## config.mk

```make
export PLATFORM = sky130hd
export DESIGN_NAME = mem_arbiter_2port
export DESIGN_NICKNAME = d
export VERILOG_FILES = /design/src/rtl/mem_arbiter_2port.sv
export SDC_FILE = /design/constraint.sdc
export NUM_CORES = 1
export LEC_CHECK = 0
export ABC_CLOCK_PERIOD_IN_PS = 5000
export BUFFER_PORTS_ARGS = -buffer_cell sky130_fd_sc_hd__clkbuf_2
export CAP_MARGIN = 15
export CORE_AREA = 2 2 153 155
export CTS_CLUSTER_SIZE = 24
export DETAILED_ROUTE_END_ITERATION = 16
export DIE_AREA = 0 0 155 157
export SLEW_MARGIN = 25
export SYNTH_ARGS = -nofsm -noshare
export SYNTH_HDL_FRONTEND = slang
export SYNTH_SLANG_ARGS = --single-unit
```

## constraint.sdc

```tcl
create_clock -name clk -period 5 [get_ports clk]
set_clock_uncertainty 0.15 [all_clocks]
set_input_delay 0.75 -clock clk [delete_from_list [all_inputs] [get_ports clk]]
set_output_delay 0.75 -clock clk [all_outputs]
set_load 0.05 [all_outputs]
```

## src/rtl/mem_arbiter_2port.sv

```systemverilog
// Two-requester memory arbiter: round-robin request grant onto one shared port,
// with an in-order ID FIFO that steers each response back to its requester.
module mem_arbiter_2port #(
  parameter int  p_opaq_bits    = 8,
  parameter type t_req_msg      = logic [p_opaq_bits+69:0],
  parameter type t_resp_msg     = logic [p_opaq_bits+39:0],
  parameter int  p_max_inflight = 4
) (
  input  logic       clk,
  input  logic       rst,
  input  logic [1:0] up_req_val,
  output logic [1:0] up_req_rdy,
  input  t_req_msg   up_req_msg [2],
  output logic [1:0] up_resp_val,
  input  logic [1:0] up_resp_rdy,
  output t_resp_msg  up_resp_msg [2],
  output logic       down_req_val,
  input  logic       down_req_rdy,
  output t_req_msg   down_req_msg,
  input  logic       down_resp_val,
  output logic       down_resp_rdy,
  input  t_resp_msg  down_resp_msg
);

  localparam int PTR_W = $clog2(p_max_inflight);
  localparam int CNT_W = PTR_W + 1;

  if (p_max_inflight < 2 || (p_max_inflight & (p_max_inflight - 1)) != 0) begin : g_bad_depth
    $error("p_max_inflight must be a power of 2 and at least 2");
  end

  logic             prio_reg, prio_next;
  logic [PTR_W-1:0] wr_ptr_reg, wr_ptr_next;
  logic [PTR_W-1:0] rd_ptr_reg, rd_ptr_next;
  logic [CNT_W-1:0] count_reg, count_next;
  logic             id_mem [p_max_inflight];

  logic grant;
  logic head;
  logic full;
  logic empty;
  logic req_fire;
  logic resp_fire;

  always_comb begin
    // Contention resolves by prio; otherwise the lone valid port (port 0 if none).
    grant         = (up_req_val == 2'b11) ? prio_reg : up_req_val[1];
    full          = (count_reg == CNT_W'(p_max_inflight));
    empty         = (count_reg == '0);
    head          = id_mem[rd_ptr_reg];
    down_req_val  = rst & (|up_req_val) & ~full;
    down_req_msg  = up_req_msg[grant];
    req_fire      = down_req_val & down_req_rdy;
    down_resp_rdy = rst & ~empty & up_resp_rdy[head];
    resp_fire     = down_resp_val & down_resp_rdy;
  end

  for (genvar gi = 0; gi < 2; gi++) begin : g_port
    assign up_req_rdy[gi]  = rst & (grant == 1'(gi)) & down_req_rdy & ~full;
    assign up_resp_val[gi] = rst & down_resp_val & ~empty & (head == 1'(gi));
    assign up_resp_msg[gi] = down_resp_msg;
  end

  always_comb begin
    prio_next   = prio_reg;
    wr_ptr_next = wr_ptr_reg;
    rd_ptr_next = rd_ptr_reg;
    count_next  = count_reg;
    if (req_fire) begin
      prio_next   = ~grant;
      wr_ptr_next = wr_ptr_reg + PTR_W'(1);
    end
    if (resp_fire) begin
      rd_ptr_next = rd_ptr_reg + PTR_W'(1);
    end
    case ({req_fire, resp_fire})
      2'b10:   count_next = count_reg + CNT_W'(1);
      2'b01:   count_next = count_reg - CNT_W'(1);
      default: count_next = count_reg;
    endcase
  end

  always_ff @(posedge clk or negedge rst) begin
    if (!rst) begin
      prio_reg   <= 1'b0;
      wr_ptr_reg <= '0;
      rd_ptr_reg <= '0;
      count_reg  <= '0;
    end else begin
      prio_reg   <= prio_next;
      wr_ptr_reg <= wr_ptr_next;
      rd_ptr_reg <= rd_ptr_next;
      count_reg  <= count_next;
    end
  end

  // ID storage carries no reset; entries are only read while count is nonzero.
  always_ff @(posedge clk) begin
    if (req_fire) begin
      id_mem[wr_ptr_reg] <= grant;
    end
  end

endmodule

```

After elaboration in Yosys (flattened, before gate mapping)
Memory sizes are Yosys's and may differ from the RTL's.
Index checks and enable logic that the tools add are counted.
Widths: inputs -> output; s select.
{ "totals": {"ff_bits": 8, "ramBits": 4, "inputBits": 212, "output_inout_bits": 180, "word_cells": 48, "n_memories": 1} }
{ "mem_list": {"columns": ["memory", "depth", "word_bits", "rd", "rd_clocked_by_memory_dff", "wr", "line", "text"], "rows": [
  ["id_mem", 4, 1, 1, 0, 1, "36", "logic id_mem [p_max_inflight];"]
]} }
{ "classes": {"add_sub_neg": 4, "n_lt_le_gt_ge": 2, "n_eq_ne": 4, "mux": 9, "n_bitwise": 21, "reduce_logical": 3} }
{ "op_table": {"columns": ["cell", "n"], "rows": [
  ["$mux 78", 3],
  ["$and 1x1->1", 16],
  ["$pmux 3 s2", 1],
  ["$mux 1", 5],
  ["$add 2x1->2 const B", 2],
  ["$eq 2x2->1 const B", 2],
  ["$not 1->1", 4],
  ["$add 3x1->3 const B", 1],
  ["$eq 3x3->1 const B", 1],
  ["$logic_not 3->1", 1],
  ["$sub 3x1->3 const B", 1],
  ["$eq 2x1->1 const B", 1],
  ["$ge 2x2->1 const B", 1],
  ["$lt 1x2->1 const B", 1],
  ["$not 1->2", 1],
  ["$reduce_bool 2->1", 1],
  ["$reduce_or 2->1", 1]
]} }

Depth between registers and ports, before layout
Gate-level depths: netlist (run 1).
{ "depth": {"ltp_word": 7, "ltp_mapped": 10, "depth_no_buf": 10} }

Worst setup path after synthesis (run 1)
OpenSTA, ideal clock, no wires.
{ "synth_path": {"kind": "input-to-output", "from": "input up_req_val[0]", "to": "output up_req_rdy[0]", "arrival_time_ns": 1.901, "required_ns": 4.100, "path_slack_ns": 2.199, "stages": 5, "path_buffers": 1, "cell_sequence": "nand2b_1 nand2_1 inv_2 buf_2 nor2_1"} }
{ "synth_via": {"elab_chain_cells": 6} }
{ "synth_lines": {"columns": ["item", "line", "text"], "rows": [
  ["start, declared", "11", "input logic [1:0] up_req_val,"],
  ["$eq 2x2->1", "47", "grant = (up_req_val == 2'b11) ? prio_reg : up_req_val[1];"],
  ["$mux 1", "47", null],
  ["net grant", "38", "logic grant;"],
  ["$not 1->1", "59", "assign up_req_rdy[gi] = rst & (grant == 1'(gi)) & down_req_rdy & ~full;"],
  ["$and 1x1->1 (3 in a row)", "59", null],
  ["end, declared", "12", "output logic [1:0] up_req_rdy,"]
]} }
The timed path passes the listed nets, and every way through them passes these cells.

==> flow_metrics.tcl, run 1 <==
set metrics [dict create \
    reg2reg_slack_ns 2.53 \
    rsz0062_at_grt "false" \
    gp_congestion 0.752 \
    outcome "finished clean" \
    p_total_mw 1.27 \
    cts_tree "built" \
    vias_per_cell 3.33 \
    yosysMostFrequentCell "nand2_1" \
    finalNonFillerCells 837 \
    ios 392 \
    tns_ns 0 \
    synthArstFlopShare 0.667 \
    drt-initial-drc-count 94 \
    cp.required_ns 4.10 \
    cp-startpoint "up_req_val[0]" \
    clockPowerShare 0.115 \
    swShare 0.613 \
    routed_wirelength_mm 10.3 \
    h-tree-depth 1 \
    powerDensity_nw_per_um2 384 \
    synth_warnings 0 \
    clock_sinks 12 \
    fmax_mhz 311 \
    synth_edf_count 4 \
    ctsRootBufferMaster "clkbuf_16" \
    grt_overflow 0 \
    dieArea_sq_um 24300 \
    die_h_microns 157 \
    hp-class "in -> async" \
    critical_path_class "in -> out" \
    total_leakage_power_nw 2.11 \
    grt_max_degree 80 \
    ir_worst_vdd_uv 117 \
    cts.hold.buffers_added 0 \
    drive_above_1_share 0.469 \
    io_buffer_count 247 \
    clk_pin_slew_ns 0.04 \
    slowest_stage "inv_2" \
    clockBufferDepth 2 \
    synth.largest_area_cell "nand2_1" \
    synth_cells 411 \
    fill_cells 2587 \
    ys_seq_area_frac 0.133 \
    die_w_microns 155 \
    tightest_slew_ns 0.857 \
    via_count 2789 \
    remaining_drc_errors 0 \
    initial_utilization 0.107 \
    synth_top_area_share 0.368 \
    area_delta_synth_final_pct 38.2 \
    synth-seq-cells 12 \
    multiInputGateArea_sq_um 1270 \
    grt_pass1_vias 2398 \
    diodes 0 \
    placed_cells 833 \
    place.detailed.hpwl_mm 8.71 \
    drv_cap 0 \
    synth_flop_cell "dfrtp_1" \
    slowest_delay_ns 0.53 \
    finalHoldViolations 0 \
    synth_cell_types 25 \
    pwr-share-comb 0.745 \
    min_period_ns 3.22 \
    crit_chain "clkbuf_2 > nand2b_1 > nand2_4 > inv_2 > buf_12 > nand2_1 > nand2_1 > clkbuf_2" \
    critPathMaxFanout 43 \
    fp-row-count 55 \
    critPathLaunchType "primary input" \
    crit_arrival_ns 2.32 \
    sequentialPowerShare 0.140 \
    fin_crit_sh 0.643 \
    intPower_mw 0.492 \
    ff_latch_area_sq_um 320 \
    timing.slew.headroom 0.428 \
    maxSlewViolCount 0 \
    clkLatencyLatePin_ns 0.24 \
    cts_made_buffers 3 \
    cts_resized 0 \
    final_nets 771 \
    cts_setup_buffers 0 \
    wl_per_cell_microns 12.3 \
    grt_use_total 0.0747 \
    path_buf_inv 4 \
    grt_pass1_wl_mm 13.8 \
    core_sq_um 22500 \
    setup_violations 0 \
    syn_avg_cell_area_sq_um 5.84 \
    synth_area_sq_um 2400 \
    rr_startpoint "rd_ptr_reg[1]" \
    antenna_left 0 \
    antenna_found_initial 0 \
    largest_reg_flops 4 \
    syn_nets 629 \
    endpoint_kind "primary output" \
    synth.top_cells.by_count "nand2_1, buf_4, clkbuf_1" \
    switchingPower_mw 0.780 \
    synthTopCellsByArea "nand2_1, buf_4, dfrtp_1" \
    drtPass1Iterations 4 \
    cp_top_family "buffers and inverters" \
]
[layer usage]
layer,track usage,up-vias,wire [microns]
met1,0.0740,1113,3490
li1,-,1431,-
met4,0.0159,0,140
met2,0.134,231,5010
met5,0,-,0
met3,0.0457,14,1630
[cells in the final DEF (no fill, tap or decap), types with 3 or more instances in the layout]
cell type  synthesis  routed
clkbuf_2           0     247
nand2_1          235     234
dfrtp_1            8       8
inv_1              7       7
mux2i_1            7       7
nor2_1             7       7
ha_1               5       5
and3_1             4       4
o21ai_0            4       4
edfxtp_1           4       4
xor2_1             3       3
clkbuf_16          0       3
[per-stage QoR]
| step | util | setup slack, ns | instance area, sq um | hold WS (ns) |
|---|---|---|---|---|
| final | 0.147 | 1.78 | 3320 | 0.240 |
| after global routing | 0.147 | 1.55 | 3320 | 0.257 |
| after CTS | 0.147 | 1.65 | 3320 | 0.243 |
| after detailed placement | 0.144 | 1.65 | 3240 | 0.359 |
| after global placement | 0.144 | 1.70 | 3240 | 0.355 |
| after floorplan | - | 2.20 | 2400 | 0.304 |
[cells by family (layout without fill, tap and decap cells)]
| kind of cell | Yosys count | after routing | synth area share |
|---|---|---|---|
| AOI/OAI and AO/OA | 7 | 7 | 0.0214 |
| xor gates and xnor gates | 5 | 5 | 0.0183 |
| adders and majority gates | 6 | 6 | 0.0344 |
| buffers and inverters | 120 | 261 | 0.342 |
| DFF | 12 | 12 | 0.133 |
| muxes | 7 | 7 | 0.0292 |
| and+or+nand+nor | 254 | 254 | 0.421 |
[worst register-to-register path, delay by kind of cell (launching register included)]
kind / cells / cell delay [ns]
multiplexers: 3 / 0.68
adder cells (fa/ha/maj): 2 / 0.57
AND/OR/NAND/NOR: 2 / 0.24
XOR/XNOR: 2 / 0.29
flip-flops: 1 / 0.41
buffers and inverters: 1 / 0.06
[worst paths after layout]
| check | depth (start not counted) | endpoint |
|---|---|---|
| max | 8 | down_req_msg[45] |
| min | 1 | count_reg[2] |
| max reg2reg | 10 | count_reg[2] |
| min reg2reg | 2 | prio_reg |
| max in group asynchronous | 1 | wr_ptr_reg[0] |
| min in group clk | 2 | prio_reg |
[cell type report]
cell class | instances | area share
flip-flops and latches | 12 | 0.0966
clock buffers | 3 | 0.0226
clock inverters | 1 | 0.00113
inverters | 8 | 0.00906
repair buffers | 249 | 0.381
well taps | 285 | 0.108
multi-input cells | 279 | 0.382
[power groups by stage]
| stage | sequential [mW] | clock (mW) | combinational (mW) |
|---|---|---|---|
| floorplan | 0.171 | 0 | 0.923 |
| global placement | 0.179 | 0 | 0.954 |
| detailed placement | 0.179 | 0 | 0.963 |
| CTS | 0.179 | 0.149 | 0.964 |
| global route | 0.185 | 0.154 | 1.03 |
| finish | 0.178 | 0.147 | 0.948 |
(Power assumes the default switching activity.)
==> run 2, diff against run 1 <==
--- a/config.mk
+++ b/config.mk
@@ -5,13 +5,13 @@
 export SDC_FILE = /design/constraint.sdc
 export NUM_CORES = 1
 export LEC_CHECK = 0
-export ABC_CLOCK_PERIOD_IN_PS = 5000
+export ABC_CLOCK_PERIOD_IN_PS = 3150
 export BUFFER_PORTS_ARGS = -buffer_cell sky130_fd_sc_hd__clkbuf_2
 export CAP_MARGIN = 15
-export CORE_AREA = 2 2 153 155
+export CORE_AREA = 2 2 154 156
 export CTS_CLUSTER_SIZE = 24
 export DETAILED_ROUTE_END_ITERATION = 16
-export DIE_AREA = 0 0 155 157
+export DIE_AREA = 0 0 156 158
 export SLEW_MARGIN = 25
 export SYNTH_ARGS = -nofsm -noshare
 export SYNTH_HDL_FRONTEND = slang
==> constraint.sdc (replaced) <==
create_clock -name clk -period 3.15 [get_ports clk]
set_clock_uncertainty 0.15 [all_clocks]
set_input_delay 0.4725 -clock clk [delete_from_list [all_inputs] [get_ports clk]]
set_output_delay 0.4725 -clock clk [all_outputs]
set_load 0.05 [all_outputs]
==> run 2 against run 1 <==
Compared with the run above: worst hold slack gained 0.12 ns; via count grew 0.82%; sequential cell count is the same; core utilization grew 1.4 points.
==> flow_metrics.tcl, run 2 (synthesized netlist as in run 1, its figures left out) <==
set metrics [dict create \
    setup_violations 0 \
    core_sq_um 23100 \
    tightest_slew_ns 0.487 \
    antenna_left 0 \
    grt_overflow 0 \
    grt_max_degree 45 \
    final_nets 774 \
    grt_pass1_wl_mm 11.8 \
    grt_pass1_vias 2240 \
    critical_path_class "in -> reg" \
    fp-row-count 56 \
    cts_tree "built" \
    slowest_stage "dlygate4sd3_1" \
    total_leakage_power_nw 2.25 \
    h-tree-depth 1 \
    dieArea_sq_um 24600 \
    final_util 0.161 \
    sequentialPowerShare 0.127 \
    finalHoldViolations 0 \
    cts_resized 0 \
    via_count 2812 \
    outcome "finished clean" \
    drtPass1Iterations 4 \
    cp.required_ns 3.12 \
    clockPowerShare 0.106 \
    grt_use_total 0.0613 \
    slowest_delay_ns 0.52 \
    rsz0062_at_grt "false" \
    gp_congestion 0.775 \
    cts_made_buffers 3 \
    globalRouteMet3Util 0.0235 \
    min_period_ns 2.75 \
    pwr-share-comb 0.767 \
    drt-initial-drc-count 65 \
    tns_ns 0 \
    die_h_microns 158 \
    clockBufferDepth 2 \
    diodes 0 \
    p_total_mw 2.24 \
    antenna_found_initial 0 \
    ios 392 \
    swShare 0.571 \
    routed_wirelength_mm 9.02 \
    area_delta_synth_final_pct 54.6 \
    endpoint_kind "register" \
    cts_setup_buffers 0 \
    vias_per_cell 3.33 \
    use_met2 0.106 \
    grt_busiest_layer "met2" \
    crit_arrival_ns 2.72 \
    initial_utilization 0.104 \
    io_buffer_count 247 \
    remaining_drc_errors 0 \
    drv_cap 0 \
    clk_pin_slew_ns 0.04 \
    switchingPower_mw 1.28 \
    drive_above_1_share 0.470 \
    ir_worst_vdd_uv 178 \
    fill_cells 2634 \
    hp-class "reg -> reg" \
    critPathLaunchType "primary input" \
    fin_crit_sh 0.874 \
    critPathMaxFanout 12 \
    wl_per_cell_microns 10.7 \
    clock_sinks 12 \
    largest_reg_flops 4 \
    clkLatencyLatePin_ns 0.24 \
    crit_chain "dlygate4sd3_1 > clkbuf_2 > nor3b_4 > and2_4 > inv_1 > ha_1 > inv_1 > fa_1 > xor2_1 > nor2_1 > xor2_1" \
    intPower_mw 0.962 \
    place.detailed.hpwl_mm 7.78 \
    final_common_cell "nand2_1" \
    met1_usage 0.0666 \
    ctsRootBufferMaster "clkbuf_16" \
    fmax_mhz 363 \
    powerDensity_nw_per_um2 604 \
    timing.slew.headroom 0.675 \
    maxSlewViolCount 0 \
    die_w_microns 156 \
    layout_common_cells "nand2_1, clkbuf_2, buf_12" \
]
[run 2: cell type report]
cell class | instances | area, sq um | share of cell area
Clock buffer | 4 | 78.8 | 0.0212
Inverter | 8 | 30.0 | 0.00809
Multi-Input combinational cell | 279 | 1270 | 0.341
Sequential cell | 12 | 320 | 0.0863
Tap cell | 290 | 363 | 0.0978
Timing Repair Buffer | 252 | 1650 | 0.445
[run 2: layer usage]
metal  vias up  wire [microns]  part of all wire
met5         -               0                 0
met4         0             288             0.032
met3        34            1050              0.12
met2       186            4400              0.49
met1      1157            3290              0.36
li1       1435               -                 -
[run 2: worst paths after layout]
path / slack [ns] / from / cells after the start / endpoint
worst min-delay path: 0.36 / prio_reg / 2 / prio_reg
min in group asynchronous: 0.50 / rst / 2 / rd_ptr_reg[1]
max in group asynchronous: 2.12 / rst / 2 / wr_ptr_reg[1]
worst max register to register: 0.72 / rd_ptr_reg[1] / 10 / count_reg[2]
worst min register to register: 0.36 / prio_reg / 2 / prio_reg
worst max-delay path: 0.40 / rst / 11 / count_reg[2]
[run 2: per-stage QoR]
| stage | instance area, sq um | std cells | setup WS, ns | hold WS [ns] |
|---|---|---|---|---|
| after floorplan | 2400 | 411 | 0.658 | 0.0269 |
| after global placement | 3620 | 840 | 0.762 | 0.206 |
| after detailed placement | 3620 | 840 | 0.711 | 0.217 |
| after CTS | 3710 | 845 | 0.409 | 0.362 |
| after global routing | 3710 | 845 | 0.241 | 0.380 |
| final | 3710 | 845 | 0.397 | 0.361 |
[run 2: power groups by stage]
stage | Clock (mW) | Combinational [mW] | Sequential, mW
after floorplan | 0 | 1.46 | 0.272
after global placement | 0 | 1.71 | 0.284
after detailed placement | 0 | 1.73 | 0.287
after CTS | 0.239 | 1.73 | 0.285
after global routing | 0.247 | 1.84 | 0.294
final | 0.237 | 1.72 | 0.285
[run 2: timing repair]
item | 4_1_cts | 5_1_grt
endpoints found under the setup margin | 0 | 0
hold endpoints to repair | 8 | 0
hold buffers | 1 | 0
[run 2: critical path, delay by kind of cell]
kind,cells,cell delay (ns)
buffers and inverters,4,0.92
AND/OR/NAND/NOR,3,0.65
adder cells (fa/ha/maj),2,0.39
XOR/XNOR,2,0.28
==> run 3, diff against run 2 <==
==> constraint.sdc (replaced) <==
create_clock -name clk -period 3.15 [get_ports clk]
set_clock_uncertainty 0.15 [all_clocks]
set_input_delay 0.1575 -clock clk [delete_from_list [all_inputs] [get_ports clk]]
set_output_delay 0.1575 -clock clk [all_outputs]
set_load 0.05 [all_outputs]
==> run 3 against run 2 <==
Compared with the run above: die area stayed put; largest cell class unchanged; worst setup slack gained 0.28 ns; critical endpoint is now down_req_msg[76]; largest power group unchanged; fmax grew 12%.
==> flow_metrics.tcl, run 3 (synthesized netlist as in run 1, its figures left out) <==
set metrics [dict create \
    outcome "finished clean" \
    initial_utilization 0.104 \
    fin_crit_sh 0.784 \
    tns_ns 0 \
    cts_tree "built" \
    holdPathStages 3 \
    area_delta_synth_final_pct 39.2 \
    grt_use_total 0.0638 \
    via_count 2820 \
    cts_setup_buffers 0 \
    clockBufferDepth 2 \
    pwr-share-comb 0.746 \
    grt_pass1_wl_mm 12.4 \
    largest_reg_flops 4 \
    pre_cts_slack_ns 0.706 \
    fp-row-count 56 \
    antenna_left 0 \
    ir_worst_vdd_uv 207 \
    gp_congestion 0.763 \
    vias_per_cell 3.34 \
    cts.hold.buffers_added 1 \
    cpMostUsedCell "nand2_1" \
    postLayoutCellArea_sq_um 3340 \
    intPower_mw 0.788 \
    cp_top_family "buffers and inverters" \
    min_period_ns 2.47 \
    setup_ws_ns 0.681 \
    timing.slew.headroom 0.425 \
    grt_pass1_vias 2471 \
    critPathMaxFanout 79 \
    final_common_cell "clkbuf_2" \
    sequentialPowerShare 0.138 \
    diodes 0 \
    setup_violations 0 \
    worst-path-stages 6 \
    drv_cap 0 \
    maxSlewViolCount 0 \
    antenna_found_initial 0 \
    critical_path_class "reg -> out" \
    rsz0062_at_grt "false" \
    slowest_stage "buf_4" \
    h-tree-depth 1 \
    endpoint_kind "primary output" \
    routed_wirelength_mm 8.97 \
    powerDensity_nw_per_um2 610 \
    path_buf_inv 2 \
    ctsRootBufferMaster "clkbuf_16" \
    final_nets 773 \
    finalHoldViolations 0 \
    die_h_microns 158 \
    drtPass1Iterations 4 \
    swShare 0.613 \
    total_leakage_power_nw 2.12 \
    fmax_mhz 405 \
    rr_worst_depth 10 \
    tightest_slew_ns 0.862 \
    cts_made_buffers 3 \
    critPathLaunchType "register" \
    grt_max_degree 80 \
    grt_overflow 0 \
    clockPowerShare 0.115 \
    cp.required_ns 2.84 \
    clk_pin_slew_ns 0.05 \
    clkLatencyLatePin_ns 0.24 \
    hp-class "in -> reg" \
    dieArea_sq_um 24600 \
    cts_resized 0 \
    fill_cells 2663 \
    switchingPower_mw 1.25 \
    die_w_microns 156 \
    remaining_drc_errors 0 \
    drt-initial-drc-count 83 \
    drive_above_1_share 0.469 \
    ios 392 \
    wl_per_cell_microns 10.6 \
    crit_arrival_ns 2.16 \
    place_area_sq_um 3250 \
    clock_sinks 12 \
    layout_common_cells "clkbuf_2, nand2_1, dfrtp_1" \
    place.detailed.hpwl_mm 7.61 \
    io_buffer_count 247 \
    core_sq_um 23100 \
    slowest_delay_ns 0.57 \
    crit_chain "nand2b_1 > nand2_4 > buf_4 > nand2_1 > nand2_1 > clkbuf_2" \
]
==> run 3: changes by cell type in the layout (fill, tap and decap cells not counted), sizes merged <==
cell,previous run,this run
buf,29,3
clkbuf,226,250
clkinv,0,1
==> run 3: power groups by stage <==
stage               Sequential [mW]  Clock [mW]  Combinational, mW
floorplan                     0.272           0               1.46
global placement              0.279           0               1.52
detailed placement            0.284           0               1.53
CTS                           0.282       0.239               1.54
global route                  0.292       0.249               1.65
finish                        0.282       0.235               1.52
==> run 3: final timing paths <==
kind,from,to,slack [ns]
setup / recovery,prio_reg,down_req_msg[76],0.68
hold / removal,down_req_rdy,wr_ptr_reg[1],0.11
setup reg to reg,rd_ptr_reg[1],count_reg[2],0.71
hold reg to reg,prio_reg,prio_reg,0.37
max in group asynchronous,rst,rd_ptr_reg[1],2.41
min in group asynchronous,rst,rd_ptr_reg[0],0.19
==> run 3: cell type report <==
class	instances	area, sq um	share of cell area
flip-flops and latches	12	320	0.0959
multi-input cells	279	1270	0.379
repair buffers	251	1280	0.384
clock buffers	3	75.1	0.0225
inverters	8	30.0	0.00899
clock inverters	1	3.75	0.00112
well taps	290	363	0.109
==> run 3: layer usage <==
metal  vias to the layer above  part of all wire  track usage
li1                       1432                 -            -
met4                         0             0.038       0.0301
met3                        41              0.13       0.0266
met5                         -                 0            0
met2                       200              0.48        0.113
met1                      1147              0.36       0.0656
==> run 3: worst register-to-register path: stages (launching register included) <==
cell     delay [ns]
dfrtp_1        0.40
mux2i_1        0.30
mux2i_1        0.17
mux2i_1        0.17
nor2_1         0.13
ha_1           0.20
inv_1          0.06
fa_1           0.38
xor2_1         0.15
nor2_1         0.11
xor2_1         0.16
==> run 3: metrics by stage <==
step	hold slack [ns]	total power [mW]	instances	utilization
after floorplan	-0.288	1.74	411	-
after global placement	-0.100	1.80	839	0.141
after detailed placement	-0.0903	1.82	839	0.141
after CTS	0.110	2.06	844	0.145
after global routing	0.143	2.19	844	0.145
final	0.108	2.04	844	0.145
